[src/rtl/jtframe_spi_dlrx.sv]
// SPI download receiver: decodes the MiST data_io ROM stream on SS2
// (0x53 flag, 0x54 data, 0x55 index) into a byte-wide ioctl write port.
`timescale 1ns/1ps

module jtframe_spi_dlrx #(
    parameter int              AW         = 22,
    parameter logic [AW-1:0]   ADDR_START = '0
) (
    input  logic          clk,
    input  logic          rst,
    input  logic          SPI_SCK,
    input  logic          SPI_DI,
    input  logic          SPI_SS2,
    output logic          ioctl_downloading,
    output logic [7:0]    ioctl_index,
    output logic [AW-1:0] ioctl_addr,
    output logic [7:0]    ioctl_data,
    output logic          ioctl_wr,
    output logic          ioctl_done,
    output logic          ioctl_ovf
);

    typedef enum logic [2:0] {
        ST_IDLE,
        ST_CMD,
        ST_FLAG,
        ST_INDEX,
        ST_DATA,
        ST_SKIP
    } state_t;

    state_t     state, state_next;
    logic [2:0] sck_sr;
    logic [1:0] di_sr;
    logic [1:0] ss_sr;
    logic [2:0] bit_cnt;
    logic [7:0] shift;
    logic       sck_rise;
    logic       ss_high;
    logic       byte_done;
    logic [7:0] rx_byte;

    // NOTE: every clocked process uses non-blocking assignments so all flops
    // update from pre-edge values, regardless of process ordering.
    always_ff @(posedge clk or posedge rst) begin
        if (rst) begin
            sck_sr <= 3'b000;
            di_sr  <= 2'b00;
            ss_sr  <= 2'b11;
        end else begin
            sck_sr <= {sck_sr[1:0], SPI_SCK};
            di_sr  <= {di_sr[0], SPI_DI};
            ss_sr  <= {ss_sr[0], SPI_SS2};
        end
    end

    assign sck_rise  = sck_sr[1] & ~sck_sr[2];
    assign ss_high   = ss_sr[1];
    // A byte finishing while SS2 is already seen high is dropped.
    assign byte_done = sck_rise & ~ss_high & (bit_cnt == 3'd7);
    assign rx_byte   = {shift[6:0], di_sr[1]};

    always_ff @(posedge clk or posedge rst) begin
        if (rst) begin
            bit_cnt <= 3'd0;
            shift   <= 8'd0;
        end else if (ss_high) begin
            bit_cnt <= 3'd0;
        end else if (sck_rise) begin
            bit_cnt <= bit_cnt + 3'd1;
            shift   <= rx_byte;
        end
    end

    always_ff @(posedge clk or posedge rst) begin
        if (rst) state <= ST_IDLE;
        else     state <= state_next;
    end

    // NOTE: state_next gets a default before the case so no path leaves it
    // unassigned, which would otherwise infer a latch.
    always_comb begin
        state_next = state;
        case (state)
            ST_IDLE:  if (!ss_high) state_next = ST_CMD;
            ST_CMD: begin
                if (byte_done) begin
                    case (rx_byte)
                        8'h53:   state_next = ST_FLAG;
                        8'h54:   state_next = ST_DATA;
                        8'h55:   state_next = ST_INDEX;
                        default: state_next = ST_SKIP;
                    endcase
                end
            end
            ST_FLAG, ST_INDEX: if (byte_done) state_next = ST_SKIP;
            default: ;
        endcase
        if (ss_high) state_next = ST_IDLE;
    end

    always_ff @(posedge clk or posedge rst) begin
        if (rst) begin
            ioctl_downloading <= 1'b0;
            ioctl_index       <= 8'd0;
            ioctl_addr        <= ADDR_START;
            ioctl_data        <= 8'd0;
            ioctl_wr          <= 1'b0;
            ioctl_done        <= 1'b0;
            ioctl_ovf         <= 1'b0;
        end else begin
            ioctl_wr   <= 1'b0;
            ioctl_done <= 1'b0;
            // Address advances the cycle after the strobe so it is stable during it.
            if (ioctl_wr) begin
                ioctl_addr <= ioctl_addr + AW'(1);
                if (&ioctl_addr) ioctl_ovf <= 1'b1;
            end
            if (byte_done) begin
                case (state)
                    ST_FLAG: begin
                        ioctl_downloading <= rx_byte[0];
                        if (rx_byte[0] && !ioctl_downloading) begin
                            ioctl_addr <= ADDR_START;
                            ioctl_ovf  <= 1'b0;
                        end
                        if (!rx_byte[0] && ioctl_downloading) ioctl_done <= 1'b1;
                    end
                    ST_INDEX: ioctl_index <= rx_byte;
                    ST_DATA: begin
                        ioctl_data <= rx_byte;
                        ioctl_wr   <= ioctl_downloading;
                    end
                    default: ;
                endcase
            end
        end
    end

endmodule
[config.mk]
export PLATFORM = sky130hd
export DESIGN_NAME = jtframe_spi_dlrx
export DESIGN_NICKNAME = d
export VERILOG_FILES = /design/src/rtl/jtframe_spi_dlrx.sv
export SDC_FILE = /design/constraint.sdc
export NUM_CORES = 1
export LEC_CHECK = 0
export CAP_MARGIN = 20
export CORE_ASPECT_RATIO = 1.1
export CORE_MARGIN = 1.5
export CORE_UTILIZATION = 56
export CTS_CLUSTER_DIAMETER = 80
export DETAILED_ROUTE_END_ITERATION = 8
export GPL_ROUTABILITY_DRIVEN = 1
export HOLD_SLACK_MARGIN = 0.06
export PLACE_DENSITY = 0.84
export SETUP_SLACK_MARGIN = 0.05
export SYNTH_ARGS = -nofsm -noshare
export SYNTH_HDL_FRONTEND = slang
export SYNTH_SLANG_ARGS = --single-unit
[constraint.sdc]
create_clock -name clk -period 5.4 [get_ports clk]
set_clock_uncertainty 0.05 [all_clocks]
set_input_delay 0.54 -clock clk [delete_from_list [all_inputs] [get_ports clk]]
set_output_delay 0.54 -clock clk [all_outputs]
set_load 0.005 [all_outputs]
==> run metrics <==
outcome completed; Hold-fix buffers, CTS 0; Area Growth Syn to Fin 25.7%; wirelength, routed 5050 um; fraction of registers with async set/reset between 90% and 100%; Clock Sink Count 62; largest family of logic cells by synthesized area simple AND/OR/NAND/NOR gates; CP max stage delay 550 ps; CTS max path bufs 2; slew margin rel. around half; startpoint types flip-flop; Worst Setup EP ioctl_ovf; Syn Std Cell Area between 2000 and 3000 um^2; Pwr Total approximately 950 uW; CP Data Required Time between 5000 and 6000 ps; Power Density around 280 nW/um^2; Critical Path, Cell by Cell ha_1 > ha_1 > nand4bb_4 > or4b_1 > nor3b_2 > buf_4 > o21ba_2; crit path DAT approximately 2400 ps; width of the die 69.1 um; most frequent cell after synthesis dfrtp_1; initial drt markers 86; Max stage delay cell, worst path or4b_1; TritonCTS Buffers 9; Synth top cells by count 60 x dfrtp_1, 24 x mux2_2, 22 x nor2_1; clk root buf clkbuf_8; cells on worst reg2reg path 7; Synth Warn # 0; final hold violations 0; Reg-to-Reg End ioctl_ovf; initial antenna violation count 0; Final #Nets approximately 280; row cnt 26; post-synthesis adder-cell area fraction 1.40%; drc violations 0; CTS tree yes; period utilization 41.4%; Global Route Usage Sum approximately a fifth; wire per inst roughly 15 um; Synth area leader dfrtp_1; Worst VDD drop between 0.0002 and 0.00025 V; kind of end point of the critical path flip-flop; Worst R2R Setup Slack roughly 3200 ps; Netlist cell types 37; DR pass1 iterations 4; gpl congestion about 0.77; # setup viols final 0; Routed Antenna Nets 0; CTS HTree Levels 3; largest net degree at the start of global routing 63; top post-synthesis cells by area dfrtp_1 56%, mux2_2 10%, nor2_1 3.1%, xor2_1 2.9%, xnor2_1 2.3%; crit path from bit_cnt[0]; setup_tns 0 ps; mean number of vias per cell approximately 5.7; crit path time final 2230 ps; I/O pin total 47; sequential cell area fraction in the yosys report ~58%; Synth Area in Compound Gates 4.75%; first-pass GRT wire length between 8000 and 9000 um; Slew Viols, Final 0; FILL cells approximately 340; via count ~1,900; register bit total from synthesis just over 60; CP Class reg2reg; Die Ht around 76 um; post-cts sizing count 0; Avg Synthesized Cell Area roughly 12 um^2; Post-synth EDFFs 0; syn nets ~230; unrepaired setup endpoints after global routing false; Least-Margin Pin Slew ~760 ps; fmax around 450 MHz; Syn Inst Count about 220; Worst-Skew Late Latency 340 ps; Die ar. 5230 um^2; Multi-input gate area between 1000 and 1500 um^2; clk slew on worst S/H paths roughly 70 ps; worst-path maximum fanout 23; Reg2Reg Launch Point bit_cnt[0]; Simple-Gate Fraction of Synth Area 18.1%; HPWL after detailed placement 3380 um; Sequential Area 1550 um^2; Main synth FF type dfrtp_1; antenna fix cells 0; Crit path top cell by count ha_1; port bufs 46; HP Class reg2reg; # Post-CTS Setup Buffers 0; XOR/XNOR share of the synthesized area around 5.2%; top cell type's share of synthesized area 55.8%; Leak 1.49 nW; mux cell area share after synthesis 11.2%; vias in the first global route ~1,900; Starting Density 58.2%; core footprint between 4000 and 5000 um^2; fraction of layout cells with a size suffix above 1 ~18%; max cap viols 0; GRT Residual Overflow 0
[sequential cells by signal, indices dropped and copies added (netlist names)]
register	count
bit_cnt	3
di_sr	2
ioctl_addr	22
ioctl_data	8
ioctl_done	1
ioctl_downloading	1
ioctl_index	8
ioctl_ovf	1
ioctl_wr	1
sck_sr	3
shift	7
ss_sr	2
state	3
[layer usage]
| metal | part of all wire (%) | up-vias | global-route usage, % |
|---|---|---|---|
| li1 | - | 898 | - |
| met1 | 42 | 914 | 24.2 |
| met2 | 51 | 63 | 35.9 |
| met3 | 4.3 | 14 | 4.76 |
| met4 | 2.7 | 0 | 16.6 |
| met5 | 0 | - | 0 |
[stage by stage]
stage | hold WS (ps) | instance area, um^2 | util, % | instances | setup WS (ps)
final | 301 | 3380 | 73.2 | 332 | 3170
after global routing | 314 | 3380 | 73.2 | 332 | 3030
after global placement | 285 | 3200 | 69.3 | 316 | 3220
after CTS | 307 | 3380 | 73.2 | 332 | 3140
after floorplan | 281 | 2690 | - | 219 | 3270
after detailed placement | 292 | 3200 | 69.3 | 316 | 3150
[cell families after synthesis]
logic type / Yosys count
XOR/XNOR: 16
flip-flops: 62
AO/OA/AOI/OAI: 22
multiplexers: 27
buffers and inverters: 9
AND/OR/NAND/NOR: 80
adder cells (fa/ha/maj): 3
[worst max-delay path: cells and delay by family, from the launching register on]
| kind | cells | cell delay, ps |
|---|---|---|
| compound gates | 1 | 190 |
| fa+ha+maj | 2 | 370 |
| buf+inv | 1 | 270 |
| flops | 1 | 370 |
| simple gates | 3 | 870 |
[power breakdown]
group          total (mW)  switching (mW)  leakage (nW)  internal (mW)
sequential          0.521          0.0311         0.834          0.490
clock               0.379           0.169        0.0968          0.210
combinational      0.0490          0.0190         0.559         0.0299
total               0.950           0.219          1.49          0.730
[worst min-delay path by stage]
stage | startpoint | to | depth (start not counted) | slack [ps]
after floorplan | di_sr[0] | di_sr[1] | 0 | 280
after global placement | sck_sr[0] | sck_sr[1] | 0 | 280
after detailed placement | sck_sr[0] | sck_sr[1] | 0 | 290
after CTS | ss_sr[0] | ss_sr[1] | 0 | 310
after global routing | ss_sr[0] | ss_sr[1] | 0 | 310
final | sck_sr[0] | sck_sr[1] | 0 | 300
[area by class of cell]
type                    instances  area share (%)
flip-flops and latches         62            46.0
multi-input cells             148            32.3
repair buffers                 48            14.1
clock buffers                  11            3.89
well taps                      56            2.07
clock inverters                 5            1.48
inverters                       2           0.222
[cells in the final DEF, fill, tap and decap left out, drive strengths merged, types with 8 or more instances in the layout]
master,n
nand4,10
o21ai,8
a21oi,11
clkbuf,11
nor2,22
dfrtp,60
xor2,9
mux2,24
clkdlybuf4s50,46
nand3,9
Note: power is estimated with default switching activity, not from simulation.
